`config.mk`:
```
export PLATFORM = sky130hd
export DESIGN_NAME = avg_sequencer
export DESIGN_NICKNAME = d
export VERILOG_FILES = /design/src/rtl/avg_sequencer.sv
export SDC_FILE = /design/constraint.sdc
export NUM_CORES = 1
export LEC_CHECK = 0
export CAP_MARGIN = 20
export CORE_MARGIN = 2
export CORE_UTILIZATION = 40
export DETAILED_ROUTE_END_ITERATION = 7
export GPL_ROUTABILITY_DRIVEN = 0
export MAX_ROUTING_LAYER = met4
export SLEW_MARGIN = 15
export SYNTH_ARGS = -nofsm -noshare
export SYNTH_HDL_FRONTEND = slang
export SYNTH_SLANG_ARGS = --single-unit
export TNS_END_PERCENT = 50
```
`constraint.sdc`:
```
create_clock -name clk -period 3.7 [get_ports clk]
set_input_delay 0.74 -clock clk [delete_from_list [all_inputs] [get_ports clk]]
set_output_delay 0.74 -clock clk [all_outputs]
set_load 0.02 [all_outputs]
```
`src/rtl/avg_sequencer.sv`:
```
// AVG instruction sequencer: fetches 4 display-list bytes per instruction, hands the word
// to avg_decode, steps the PC from the decoded fields, keeps a JSR return stack and
// hands vector instructions to the vector generator through a draw_req/draw_ack handshake.
module avg_sequencer #(
    parameter int unsigned ADDR_W      = 13,
    parameter int unsigned STACK_DEPTH = 4,
    parameter int unsigned START_ADDR  = 0
) (
    input  logic              clk,
    input  logic              rst_l,
    input  logic              go,
    output logic              ram_rd_en,
    output logic [ADDR_W-1:0] ram_addr,
    input  logic [7:0]        ram_rdata,
    output logic [31:0]       inst,
    input  logic              jmp,
    input  logic              jsr,
    input  logic              ret,
    input  logic              halt,
    input  logic              vector,
    input  logic [15:0]       jumpAddr,
    input  logic [2:0]        pcOffset,
    input  logic [2:0]        instLength,
    output logic              exec_en,
    output logic              draw_req,
    input  logic              draw_ack,
    output logic              running,
    output logic              halted,
    output logic              stk_err
);

    localparam logic [2:0] ST_IDLE   = 3'd0;
    localparam logic [2:0] ST_FETCH  = 3'd1;
    localparam logic [2:0] ST_EXEC   = 3'd2;
    localparam logic [2:0] ST_DRAW   = 3'd3;
    localparam logic [2:0] ST_HALTED = 3'd4;
    localparam logic [2:0] ST_ERROR  = 3'd5;

    // sp needs one extra bit so a full stack (sp == STACK_DEPTH) is representable
    localparam int unsigned SP_W     = $clog2(STACK_DEPTH) + 1;
    localparam logic [ADDR_W-1:0] START_PC = ADDR_W'(START_ADDR);
    localparam logic [SP_W-1:0]   SP_FULL  = SP_W'(STACK_DEPTH);

    logic [2:0]        state_q, state_d;
    logic [ADDR_W-1:0] pc_q, pc_d;
    logic [SP_W-1:0]   sp_q, sp_d;
    logic [2:0]        k_q, k_d;      // fetch cycle index 0..4
    logic [2:0]        cnt_q, cnt_d;  // EXEC cycle index, 0 marks the exec_en cycle
    logic [2:0]        len_q, len_d;  // effective EXEC length latched on the first cycle
    logic [31:0]       inst_q, inst_d;
    logic              draw_req_q, draw_req_d;
    logic              stk_err_q, stk_err_d;

    logic [ADDR_W-1:0] stack_q [STACK_DEPTH];
    logic              push_en;
    logic [SP_W-2:0]   push_idx;
    logic [SP_W-2:0]   pop_idx;

    logic [ADDR_W-1:0] pc_step;
    logic [ADDR_W-1:0] jump_pc;
    logic [15:0]       jump_ext;
    logic [2:0]        eff_len;
    logic              unused_jump;

    assign pc_step     = pc_q + ADDR_W'({pcOffset, 1'b0});
    assign jump_ext    = jumpAddr;
    assign jump_pc     = jump_ext[ADDR_W-1:0];
    assign unused_jump = ^jumpAddr;
    assign eff_len     = (instLength == 3'd0) ? 3'd1 : instLength;
    assign push_idx    = sp_q[SP_W-2:0];
    assign pop_idx     = sp_q[SP_W-2:0] - (SP_W-1)'(1);

    // Outputs decoded from registered state so reset clears them asynchronously
    always_comb begin
        ram_rd_en = (state_q == ST_FETCH) && (k_q != 3'd4);
        ram_addr  = ram_rd_en ? (pc_q + ADDR_W'(k_q)) : '0;
        exec_en   = (state_q == ST_EXEC) && (cnt_q == 3'd0);
        inst      = inst_q;
        draw_req  = draw_req_q;
        stk_err   = stk_err_q;
        running   = (state_q == ST_FETCH) || (state_q == ST_EXEC) || (state_q == ST_DRAW);
        halted    = (state_q == ST_HALTED);
    end

    // Next-state logic; go overrides everything else in every state
    always_comb begin
        state_d    = state_q;
        pc_d       = pc_q;
        sp_d       = sp_q;
        k_d        = k_q;
        cnt_d      = cnt_q;
        len_d      = len_q;
        inst_d     = inst_q;
        draw_req_d = draw_req_q;
        stk_err_d  = stk_err_q;
        push_en    = 1'b0;

        if (go) begin
            state_d    = ST_FETCH;
            pc_d       = START_PC;
            sp_d       = '0;
            stk_err_d  = 1'b0;
            k_d        = 3'd0;
            cnt_d      = 3'd0;
            draw_req_d = 1'b0;
        end else begin
            case (state_q)
                ST_IDLE: begin
                end
                ST_FETCH: begin
                    // Data read in cycle k-1 arrives in cycle k
                    case (k_q)
                        3'd1:    inst_d[31:24] = ram_rdata;
                        3'd2:    inst_d[23:16] = ram_rdata;
                        3'd3:    inst_d[15:8]  = ram_rdata;
                        3'd4:    inst_d[7:0]   = ram_rdata;
                        default: ;
                    endcase
                    if (k_q == 3'd4) begin
                        k_d     = 3'd0;
                        cnt_d   = 3'd0;
                        state_d = ST_EXEC;
                    end else begin
                        k_d = k_q + 3'd1;
                    end
                end
                ST_EXEC: begin
                    if (cnt_q == 3'd0) begin
                        if (halt) begin
                            state_d = ST_HALTED;
                        end else if (vector) begin
                            state_d    = ST_DRAW;
                            draw_req_d = 1'b1;
                        end else begin
                            if (jsr) begin
                                if (sp_q == SP_FULL) begin
                                    stk_err_d = 1'b1;
                                    state_d   = ST_ERROR;
                                end else begin
                                    push_en = 1'b1;
                                    sp_d    = sp_q + SP_W'(1);
                                    pc_d    = jump_pc;
                                end
                            end else if (jmp) begin
                                pc_d = jump_pc;
                            end else if (ret) begin
                                if (sp_q == '0) begin
                                    stk_err_d = 1'b1;
                                    state_d   = ST_ERROR;
                                end else begin
                                    sp_d = sp_q - SP_W'(1);
                                    pc_d = stack_q[pop_idx];
                                end
                            end else begin
                                pc_d = pc_step;
                            end
                            if (state_d == ST_EXEC) begin
                                if (eff_len == 3'd1) begin
                                    state_d = ST_FETCH;
                                end else begin
                                    cnt_d = 3'd1;
                                    len_d = eff_len;
                                end
                            end
                        end
                    end else if (cnt_q == len_q - 3'd1) begin
                        cnt_d   = 3'd0;
                        state_d = ST_FETCH;
                    end else begin
                        cnt_d = cnt_q + 3'd1;
                    end
                end
                ST_DRAW: begin
                    if (draw_ack) begin
                        draw_req_d = 1'b0;
                        pc_d       = pc_step;
                        state_d    = ST_FETCH;
                    end
                end
                ST_HALTED: begin
                end
                ST_ERROR: begin
                end
                default: state_d = ST_IDLE;
            endcase
        end
    end

    // Control state with asynchronous active-low reset
    always_ff @(posedge clk or negedge rst_l) begin
        if (!rst_l) begin
            state_q    <= ST_IDLE;
            pc_q       <= START_PC;
            sp_q       <= '0;
            k_q        <= 3'd0;
            cnt_q      <= 3'd0;
            len_q      <= 3'd1;
            inst_q     <= 32'd0;
            draw_req_q <= 1'b0;
            stk_err_q  <= 1'b0;
        end else begin
            state_q    <= state_d;
            pc_q       <= pc_d;
            sp_q       <= sp_d;
            k_q        <= k_d;
            cnt_q      <= cnt_d;
            len_q      <= len_d;
            inst_q     <= inst_d;
            draw_req_q <= draw_req_d;
            stk_err_q  <= stk_err_d;
        end
    end

    // Return-stack storage; validity is tracked by sp alone, so no reset is needed
    always_ff @(posedge clk) begin
        if (push_en) begin
            stack_q[push_idx] <= pc_step;
        end
    end

endmodule

```
# After elaboration in Yosys (flattened, before gate mapping)
# Memory sizes are Yosys's and may differ from the RTL's.
# Index checks and enable logic that the tools add are counted.
[word_totals]
input_bits = 39
out_inout_bits = 51
memories = 1
regBits = 62
mem_bits_rw = 52
[op_classes]
reduce_logical = 27
add_sub_neg = 8
n_eq_ne = 34
bitwise = 4
mux = 80
[mem_list]
columns = ["memory", "words", "width", "rd", "rd_ports_with_merged_regs", "write_ports", "line_no", "text"]
rows = [
  ["stack_q", 4, 13, 1, 0, 1, "54", "logic [ADDR_W-1:0] stack_q [STACK_DEPTH];"],
]
[op_table]
columns = ["cell", "count"]
rows = [
  ["$mux 13", 11],
  ["$mux 3", 41],
  ["$pmux 13 s2", 1],
  ["$mux 1", 24],
  ["$ne 3x3->1 const B", 7],
  ["$ne 4x4->1 const B", 4],
  ["$reduce_and 8->1", 2],
  ["$eq 3x2->1 const B", 5],
  ["$reduce_and 7->1", 2],
  ["$add 13x3->13", 1],
  ["$add 13x4->13", 1],
  ["$eq 3x3->1 const B", 4],
  ["$logic_not 3->1", 4],
  ["$ne 3x2->1 const B", 4],
  ["$pmux 3 s4", 1],
  ["$reduce_and 3->1", 4],
  ["$reduce_bool 3->1", 4],
  ["$add 3x1->3 const B", 3],
  ["$eq 3x1->1 const B", 3],
  ["$ne 6x6->1 const B", 1],
  ["$pmux 3 s2", 1],
  ["$reduce_and 6->1", 1],
  ["$reduce_bool 2->1", 3],
  ["$sub 3x1->3 const B", 2],
  ["13 further kinds", 19],
]

# Logic depth before layout (Yosys ltp)
# Gate-level depths: netlist of the first run.
[depth]
ltp_word = 17
ltp_mapped = 11
ltp_nobuf = 8

# Worst setup path before layout of the first run
# OpenSTA, ideal clock, no wires.
[synth_path]
path_type = "input to register"
from = "input go"
to = "memory stack_q[0][0] (enable)"
arrival_time_ns = 2.462
stages = 5
setup_ns = 0.402
path_slack_ns = 0.835
n_path_buf = 0
t_required_ns = 3.298
cell_sequence = "nor2_1 > nand2_1 > nor2_1 > nand3_1 > nor3b_1"
[synth_via]
elab_chain_cells = 3
[synth_rtl]
columns = ["item", "line_no", "text"]
rows = [
  ["start: declaration", "11", "input logic go,"],
  ["$mux 1", "98", "if (go) begin"],
  ["$mux 1", "216", "if (push_en) begin"],
  ["$mux 1 (implied by the code)", "217", "stack_q[push_idx] <= pc_step;"],
  ["end: declaration", "54", ""],
]
# Every way passes these cells.

# Worst setup path in the final report of the first run
[layout_path]
from = "register pc_q[0]"
to = "output ram_addr[12]"
[layout_via]
elab_chain_cells = 2
[layout_rtl]
columns = ["item", "line_no", "text"]
rows = [
  ["start: declaration", "45", "logic [ADDR_W-1:0] pc_q, pc_d;"],
  ["start signal: assignment", "203", "pc_q <= pc_d;"],
  ["$add 13x3->13", "76", "ram_addr = ram_rd_en ? (pc_q + ADDR_W'(k_q)) : '0;"],
  ["$mux 13", "76", ""],
  ["end: declaration", "13", "output logic [ADDR_W-1:0] ram_addr,"],
]
# Every way passes these cells.

==> results of run 1 <==
[worst reg2reg max path, cell delays in order (launching register included)]
cell	delay (ns)
dfrtp_1	0.55
nor2b_1	0.35
nand2_1	0.16
nor2_1	0.28
nand3_1	0.18
a21oi_1	0.22
and2_1	0.36
buf_4	0.27
[layer usage]
metal / part of all wire [%] / GRT usage, %
met4: 2.0 / 8.08
met2: 49 / 31.2
met3: 6.2 / 4.26
met5: 0 / -
met1: 43 / 25.0
[layout make-up]
type / count / share of cell area [%]
clock buffer: 25 / 7.35
multi-input combinational: 346 / 35.0
sequential: 114 / 40.0
tap: 184 / 2.96
inverter: 17 / 0.820
timing repair buffer: 104 / 12.9
clock inverter: 7 / 0.981
[flip-flops by register name (all words and copies together) (netlist names)]
register,flops
cnt_q,3
draw_req,1
inst,32
k_q,3
len_q,3
pc_q,13
sp_q,3
stack_q,52
state_q,3
stk_err,1
[cell usage in the layout, fill, tap and decap left out, types with 4 or more instances in the layout]
cell type	n
nand2b_1	4
buf_4	17
ha_1	18
clkbuf_16	22
inv_1	17
xor2_1	20
mux2_4	16
o21ai_1	4
clkdlybuf4s50_1	85
nand3_1	13
mux4_2	13
mux2_2	10
nor2_1	46
o22a_1	4
a21oi_1	31
mux2_1	7
xnor2_1	7
mux2i_1	4
and2_1	5
and3_1	8
nor2b_1	8
o21ai_0	23
edfxtp_1	52
dfrtp_1	61
nand2_1	31
[through the flow]
step / util (%) / worst slack [ns]
after floorplan: - / 0.835
after global placement: 48.7 / 0.555
after detailed placement: 48.7 / 0.517
after CTS: 53.1 / 0.0598
after global routing: 53.1 / 0.0256
final: 53.1 / 0.157
[kinds of logic (layout without fill, tap and decap cells)]
family | count (synthesis) | count (layout)
AND/OR/NAND/NOR | 146 | 146
flip-flops | 114 | 114
AO/OA/AOI/OAI | 102 | 102
multiplexers | 50 | 50
buffers and inverters | 43 | 153
XOR/XNOR | 27 | 27
adder cells (fa/ha/maj) | 21 | 21
[where the power goes]
group	internal, uW	total, uW	switching, uW
registers	1540	1690	154
logic	695	1400	701
clock network	1150	1740	589
total	3380	4830	1440
[worst paths after layout]
check / from / end / slack, ns
worst max-delay path: pc_q[0] / ram_addr[12] / 0.16
worst min-delay path: rst_l / inst[1] / 0.37
worst max register to register: state_q[1] / stack_q[1][0] / 1.01
worst min register to register: inst[5] / inst[5] / 0.49
max in group asynchronous: rst_l / len_q[0] / 2.53
min in group clk: inst[5] / inst[5] / 0.49
==> out/metrics.csv, run 1 <==
stage,metric,value,unit
floorplanning,dieArea,16100,um^2
power,power.leakage,0.00323,uW
synthesis,synthesis.area,6020,um^2
setup_path,cp.required,2.96,ns
route,wl_per_cell,18.6,um
synthesis,synth_top_family_by_area,multiplexers,
clocking,cts_tree,built,
timing,hold_violations,0,
synthesis,ys_seq_area_share,51.7,%
setup_path,max_stage_delay,0.54,ns
setup_path,r2r_cells,7,
final_layout,drive_above_1_share,17.5,%
synthesis,synth_cell_types,74,
route,routed_wl,14800,um
synthesis,synth_top_cells_by_count,"61 x dfrtp_1, 52 x edfxtp_1, 46 x nor2_1",
final_layout,n_fill_cell,1249,
grt,grt_antenna_before_repair,0,
setup_path,cp.depth,8,
setup_path,path_class,reg2out,
synthesis,yosys-top-cells-area,"edfxtp_1 26%, dfrtp_1 25%, mux4_2 4.9%",
synthesis,synthMuxAreaShare,12.7,%
setup_path,path_delay_family,adder cells,
clocking,ctsHoldBuffers,0,
synthesis,synth.most_common_cell,dfrtp_1,
timing,fin_crit_sh,95.8,%
final_layout,final_area,7780,um^2
timing,hold_slack,0.372,ns
final_layout,multi_input_area,2720,um^2
route,vias_per_cell,5.40,
clocking,cts_buffers,17,
floorplanning,fp.coreArea,14600,um^2
timing,tightest_slew,0.739,ns
timing,rsz0062_at_grt,false,
final_layout,diodes,0,
placement,placedInstanceArea,7130,um^2
route,drtIter0Drc,301,
synthesis,synthFlopType,dfrtp_1,
clocking,insertion_delay,0.42,ns
floorplanning,ios,90,
synthesis,synthCells,503,
setup_path,cp_max_fo,8,
timing,slew_headroom,50.7,%
timing,setup_viol,0,
clocking,clk_path_buf_depth,2,
power,max-vdd-ir-drop,352,uV
grt,grt_max_degree,33,
timing,fmax,282,MHz
grt,grt_pass1_vias,4372,
route,vias,4302,
floorplanning,rows,44,
route,ant_nets,0,
timing,period_needed,3.54,ns
synthesis,synth_edf_count,52,
synthesis,synthXorXnorAreaFrac,3.93,%
placement,dp.cells,765,
synthesis,synthAdderAreaFrac,4.74,%
clocking,cts.sink_count,114,
final_layout,layoutNonFillerInstCount,797,
grt,grt_overflow,0,
route,firstDrtPassIters,5,
final_layout,syn2layout_area_growth,29.2,%
clocking,cts_root_buffer,clkbuf_16,
clocking,clk_transition_reported_paths,0.06,ns
synthesis,synth_nets,563,
setup_path,worstSetupStartpointType,flip-flop,
placement,dp_hpwl,10500,um
route,post-route-drc-count,0,
floorplanning,initial_core_util,41.1,%
floorplanning,dieWidth,127,um
synthesis,synth.ff_latch_count,114,
final_layout,nNetsFinal,660,
clocking,h-tree-depth,4,
synthesis,synth_top_cell_area_share,25.9,%
synthesis,synth-compound-area-share,11.2,%
synthesis,yosys.area.top_type,edfxtp_1,
synthesis,synthArstFlopShare,54.4,%
job,drv_cap,0,
hold_path,hold_class,in2async,
power,power,4830,uW
final_layout,seqCellArea,3110,um^2
timing,maxSlewViolCount,0,
outcome,status,"complete, no violations",
timing,skew,0.0117,ns
setup_path,slowest_stage,clkdlybuf4s50_1,
grt,grt_pass1_wl,23500,um
clocking,cts.repair.resized,0,
power,power-per-cell-area,620,nW/um^2
clocking,post_cts_buffers,0,
setup_path,arrival,2.80,ns
synthesis,synth_area_per_cell,12.0,um^2
setup_path,end_kind,primary output,
synthesis,synthSimpleGateAreaFrac,12.6,%
timing,fin_tns_setup,0,ns
placement,port_buffers,86,
floorplanning,die_h,127,um
setup_path,worst-path-buf-inv,1,
setup_path,worstPathCellList,ha_1 -> fa_1 -> a21oi_1 -> nor2b_2 -> nand3_1 -> xor2_1 -> nor2_1 -> clkdlybuf4s50_1,
synthesis,yosysWarningCount,0,
grt,track_usage,19.7,%
(Power assumes the default switching activity.)
==> inputs of run 2 (changes only) <==
- CELL_PAD_IN_SITES_DETAIL_PLACEMENT: not set -> 2
- CELL_PAD_IN_SITES_GLOBAL_PLACEMENT: not set -> 2
- CORE_UTILIZATION: 40 -> 30
- HOLD_SLACK_MARGIN: not set -> 0.02
- PLACE_DENSITY_LB_ADDON: not set -> 0.1
==> run 2 against run 1 <==
Maximum frequency grew 0.22%. Sequential power is essentially flat. Flip-flop and latch count is the same. Routed wire length grew 22%. Final cell count grew 10%. Global-route usage shrank 1.2 points. Cell area grew 0.47%. First-iteration DRC count shrank 22%. Register-to-register slack gained 0.13 ns. Critical path type unchanged. Largest cell class unchanged.
==> out/metrics.csv, run 2 (same netlist as run 1, synthesis figures left out) <==
stage,metric,value,unit,change
grt,grt_max_degree,29,,-12%
floorplanning,fp.coreArea,19600,um^2,+34%
grt,grt_pass1_vias,4965,,+14%
clocking,post_cts_buffers,0,,unchanged
grt,track_usage,18.5,%,-1.2 points
setup_path,rr_startpoint,state_q[0],,
placement,port_buffers,86,,unchanged
setup_path,cp.depth,8,,unchanged
placement,dp_hpwl,12900,um,+23%
final_layout,final_cell_mix,"84 x clkdlybuf4s50_1, 61 x dfrtp_1, 52 x edfxtp_1",,
setup_path,worstPathCellList,ha_1 -> fa_1 -> a21oi_1 -> nor2b_2 -> nand3_1 -> xor2_1 -> nor2_1 -> clkdlybuf4s50_1,,
final_layout,drive_above_1_share,17.5,%,+0.029 points
power,max-vdd-ir-drop,352,uV,about the same
hold_path,hold_class,in2async,,
final_layout,diodes,0,,unchanged
timing,slew_headroom,30.2,%,-20 points
setup_path,r2r_setup_slack,1.14,ns,+0.13 ns
power,power-per-cell-area,610,nW/um^2,-1.7%
grt,grt_pass1_wl,29200,um,+24%
route,vias,4411,,+2.5%
route,drtIter0Drc,236,,-22%
final_layout,nNetsFinal,659,,-0.15%
floorplanning,ios,90,,unchanged
floorplanning,dieArea,21200,um^2,+32%
clocking,cts_tree,built,,
clocking,cts_root_buffer,clkbuf_16,,
setup_path,path_class,reg2out,,
setup_path,cp_max_fo,8,,unchanged
timing,maxSlewViolCount,0,,unchanged
power,power,4770,uW,-1.3%
timing,fin_crit_sh,95.5,%,-0.21 points
setup_path,max_stage_delay,0.62,ns,+0.08 ns
setup_path,r2r_cells,8,,+1
timing,fmax,283,MHz,+0.22%
route,ant_nets,0,,unchanged
timing,setup_viol,0,,unchanged
floorplanning,rows,51,,+16%
route,vias_per_cell,5.03,,-6.8%
clocking,h-tree-depth,4,,unchanged
clocking,insertion_delay,0.42,ns,about the same
setup_path,timing.rr.end,stack_q[2][1],,
timing,fin_ws,0.165,ns,+0.00784 ns
final_layout,top_register,stack_q,,
setup_path,worstSetupStartpointType,flip-flop,,
final_layout,syn2layout_area_growth,29.8,%,
route,post-route-drc-count,0,,unchanged
floorplanning,dieWidth,146,um,+15%
grt,grt_antenna_before_repair,0,,unchanged
route,routed_wl,18100,um,+22%
timing,hold_violations,0,,unchanged
setup_path,arrival,2.80,ns,about the same
clocking,cts.sink_count,114,,unchanged
timing,skew,0.0110,ns,-0.000731 ns
floorplanning,die_h,146,um,+15%
route,firstDrtPassIters,4,,-1
timing,period_needed,3.54,ns,-0.00784 ns
setup_path,end_kind,primary output,,
timing,tightest_slew,1.04,ns,+0.304 ns
clocking,ctsHoldBuffers,0,,unchanged
job,drv_cap,0,,unchanged
clocking,clk_transition_reported_paths,0.05,ns,about the same
clocking,clk_path_buf_depth,2,,unchanged
final_layout,final_common_cell,clkdlybuf4s50_1,,
setup_path,path_delay_family,adder cells,,
grt,grt_overflow,0,,unchanged
setup_path,slowest_stage,clkdlybuf4s50_1,,
power,power.leakage,0.00321,uW,-0.52%
route,wl_per_cell,20.7,um,+11%
final_layout,largest_reg_flops,52,,unchanged
outcome,status,"complete, no violations",,
floorplanning,initial_core_util,30.7,%,-10 points
placement,pre_cts_slack,0.405,ns,-0.111 ns
clocking,cts_buffers,17,,unchanged
setup_path,worst-path-buf-inv,1,,unchanged
setup_path,cp.required,2.96,ns,about the same
timing,fin_tns_setup,0,ns,unchanged
timing,rsz0062_at_grt,false,,
[run 2: cell count changes in the layout (fill, tap and decap cells not counted), moves of 2 or more]
cell,previous run,this run
clkbuf_8,1,6
clkbuf_16,22,19
clkinv_2,1,3
clkinvlp_4,0,2
inv_6,2,0
[run 2: worst reg2reg max path, cell delays in order, from the launching register on]
cell	delay (ns)
dfrtp_1	0.37
buf_4	0.20
nor2b_1	0.35
nand2_1	0.17
nor2_1	0.30
nand3_1	0.21
a21oi_1	0.21
and2_1	0.16
buf_4	0.26
[run 2: routing by layer]
metal | GRT usage (%) | wire length [um]
met5 | - | 0
met1 | 24.2 | 8520
met3 | 3.45 | 616
met4 | 5.05 | 225
met2 | 29.6 | 8780
[run 2: worst max-delay path by stage]
stage                      startpoint             to  slack [ns]
after floorplan                    go  stack_q[0][0]        0.84
after global placement        pc_q[0]   ram_addr[12]        0.44
after detailed placement  pcOffset[0]       pc_q[11]        0.41
after CTS                     pc_q[0]   ram_addr[12]        0.07
after global routing          pc_q[0]    ram_addr[6]        0.01
final                         pc_q[0]    ram_addr[6]        0.16
[run 2: cell type report]
cell class / count / area, um^2
Timing Repair Buffer: 103 / 986
Tap cell: 265 / 332
Clock buffer: 26 / 562
Multi-Input combinational cell: 346 / 2720
Fill cell: 2029 / 11800
Sequential cell: 114 / 3110
Inverter: 17 / 63.8
Clock inverter: 6 / 38.8
[run 2: stage by stage]
stage	cell area, um^2	hold WS (ns)	instances	utilization [%]
6_report	7820	0.387	877	39.9
4_1_cts	7820	0.405	877	39.9
5_1_grt	7820	0.431	877	39.9
3_5_place_dp	7210	0.492	845	36.8
2_1_floorplan	6020	0.444	503	-
3_3_place_gp	7210	0.472	845	36.8
[run 2: repair_timing]
item,in CTS,in global routing
endpoints found under the hold margin,0,0
gates resized for setup,1,1
setup endpoints to repair,1,1
pin swaps,0,0
[run 2: report_power, final]
part / leakage (uW) / switching, uW / total, uW / internal [uW]
registers: 0.00128 / 154 / 1690 / 1540
clock network: 0.000295 / 586 / 1630 / 1040
logic: 0.00164 / 744 / 1450 / 701
==> inputs of run 3 (changes only) <==
- CELL_PAD_IN_SITES_DETAIL_PLACEMENT: 2 -> 0
==> run 3 against run 2 <==
Sequential share of layout area about the same. Critical path depth unchanged. Sequential power about the same. Power down 0.34%. Flip-flop and latch count unchanged. Hold slack worse by 0.012 ns. Register-to-register slack better by 0.04 ns. Combinational power about the same. Cell area about the same. Maximum frequency up 0.64%. Largest cell class unchanged. Highest routed layer unchanged. First-iteration DRC count up 18%. Utilization about the same.
==> out/metrics.csv, run 3 (same netlist as run 1, synthesis figures left out) <==
stage,metric,value,unit,change
outcome,status,"complete, no violations",,
route,wl_per_cell,18.7,um,-9.7%
setup_path,timing.rr.end,stack_q[3][3],,
setup_path,path_class,reg2out,,
final_layout,final_cell_mix,"84 x clkdlybuf4s50_1, 61 x dfrtp_1, 52 x edfxtp_1",,
power,power,4750,uW,-0.34%
placement,dp_hpwl,11500,um,-11%
route,routed_wl,16400,um,-9.7%
route,post-route-drc-count,0,,unchanged
power,pwr-share-comb,29.9,%,-0.4 points
floorplanning,fp.coreArea,19600,um^2,unchanged
power,power-per-cell-area,607,nW/um^2,-0.40%
grt,grt_max_degree,29,,unchanged
grt,grt_overflow,0,,unchanged
timing,fmax,285,MHz,+0.64%
clocking,cts_tree,built,,
power,p_clk_share,34.6,%,+0.5 points
power,power.leakage,0.00322,uW,+0.16%
floorplanning,die_h,146,um,unchanged
timing,fin_crit_sh,94.9,%,-0.60 points
setup_path,worstSetupStartpointType,flip-flop,,
route,drtIter0Drc,278,,+18%
route,dr_wl_met2,7550,um,-14%
floorplanning,dieWidth,146,um,unchanged
power,switching_share,30.3,%,-0.89 points
hold_path,hold_class,in2async,,
timing,fin_tns_setup,0,ns,unchanged
route,vias,4284,,-2.9%
timing,skew,0.0142,ns,+0.00321 ns
final_layout,largest_reg_flops,52,,unchanged
setup_path,end_kind,primary output,,
power,seqPwrFrac,35.5,%,about the same
power,max-vdd-ir-drop,331,uV,-6.2%
clocking,clk_path_buf_depth,2,,unchanged
job,drv_cap,0,,unchanged
grt,grt_pass1_wl,25700,um,-12%
placement,port_buffers,86,,unchanged
timing,maxSlewViolCount,0,,unchanged
clocking,cts_buffers,17,,unchanged
final_layout,syn2layout_area_growth,29.9,%,about the same
clocking,cts_root_buffer,clkbuf_16,,
final_layout,multi_input_area,2720,um^2,unchanged
setup_path,cp.required,2.96,ns,about the same
setup_path,rr_startpoint,state_q[0],,
clocking,h-tree-depth,4,,unchanged
route,wl_met1,7860,um,-7.7%
floorplanning,rows,51,,unchanged
grt,grt_pass1_vias,4421,,-11%
route,top_layer_used,met4,,
floorplanning,dieArea,21200,um^2,unchanged
setup_path,r2r_setup_slack,1.18,ns,+0.04 ns
power,switching_power,1440,uW,-3.2%
route,ant_nets,0,,unchanged
power,intPower,3310,uW,+0.95%
setup_path,r2r_cells,8,,unchanged
timing,period_needed,3.51,ns,-0.0223 ns
timing,rsz0062_at_grt,false,,
timing,hold_violations,0,,unchanged
timing,setup_viol,0,,unchanged
final_layout,final_common_cell,clkdlybuf4s50_1,,
grt,track_usage,16.3,%,-2.2 points
final_layout,nNetsFinal,659,,unchanged
floorplanning,ios,90,,unchanged
final_layout,top_register,stack_q,,
setup_path,arrival,2.77,ns,-0.03 ns
route,vias_per_cell,4.88,,-2.9%
floorplanning,initial_core_util,30.7,%,unchanged
clocking,clk_transition_reported_paths,0.06,ns,about the same
timing,slew_headroom,32.0,%,+1.8 points
timing,tightest_slew,1.02,ns,-0.0271 ns
setup_path,cp_max_fo,8,,unchanged
final_layout,drive_above_1_share,17.3,%,-0.16 points
clocking,cts.sink_count,114,,unchanged
route,wl_met3,846,um,+37%
final_layout,seqCellArea,3110,um^2,unchanged
final_layout,n_fill_cell,1892,,-6.8%
grt,grt_antenna_before_repair,0,,unchanged
clocking,insertion_delay,0.41,ns,about the same
route,firstDrtPassIters,5,,+1
final_layout,diodes,0,,unchanged
## run 3: cell types whose count changed in the layout (fill, tap and decap cells not counted)
| cell | delta |
|---|---|
| bufinv_16 | +1 |
| clkbuf_1 | +1 |
| clkbuf_8 | -2 |
| clkinvlp_4 | -1 |
| inv_4 | +1 |
## run 3: final cells by class
cell class | instances | area share, %
multi-input combinational | 346 | 34.8
timing repair buffer | 103 | 12.6
clock inverter | 7 | 0.864
tap | 265 | 4.24
sequential | 114 | 39.8
inverter | 17 | 0.816
clock buffer | 25 | 6.88
## run 3: what timing repair did
| action | 4_1_cts | 5_1_grt |
|---|---|---|
| setup endpoints to repair | 0 | 3 |
| resized for setup | 0 | 2 |
| setup buffers | 0 | 0 |
| hold buffers | 0 | 0 |
## run 3: how the worst max path moves through the flow
stage	start	to	slack, ns	cells past startpoint
floorplan	go	stack_q[0][0]	0.84	5
global placement	pc_q[0]	ram_addr[12]	0.44	8
detailed placement	pc_q[0]	ram_addr[12]	0.45	8
CTS	pc_q[0]	ram_addr[12]	0.009	8
global route	k_q[1]	ram_addr[9]	0.02	8
finish	pc_q[0]	ram_addr[6]	0.19	8
## run 3: critical path: stages (launching register included)
cell             delay, ns
dfrtp_1               0.44
ha_1                  0.27
fa_1                  0.41
a21oi_1               0.18
nor2b_2               0.10
nand3_1               0.10
xor2_1                0.07
nor2_1                0.16
clkdlybuf4s50_1       0.63
## run 3: power by group through the flow
stage | registers, uW | logic, uW | clock network (uW)
after detailed placement | 1710 | 1430 | 0
after CTS | 1690 | 1440 | 1700
final | 1690 | 1420 | 1650
after floorplan | 1810 | 745 | 0
after global placement | 1710 | 1420 | 0
after global routing | 1710 | 1530 | 1750
## run 3: per-layer routing
layer / track usage, % / up-vias
met5: - / -
met3: 3.64 / 10
met4: 4.17 / 0
met1: 22.4 / 2117
met2: 24.5 / 122
li1: - / 2035
## run 3: stage by stage
stage	util (%)	std cells	hold WS, ns	setup WS (ns)	instance area [um^2]
4_1_cts	39.9	877	0.393	0.00943	7820
6_report	39.9	877	0.374	0.187	7820
3_5_place_dp	36.8	845	0.484	0.449	7210
5_1_grt	39.9	877	0.426	0.0235	7820
3_3_place_gp	36.8	845	0.472	0.444	7210
2_1_floorplan	-	503	0.444	0.835	6020
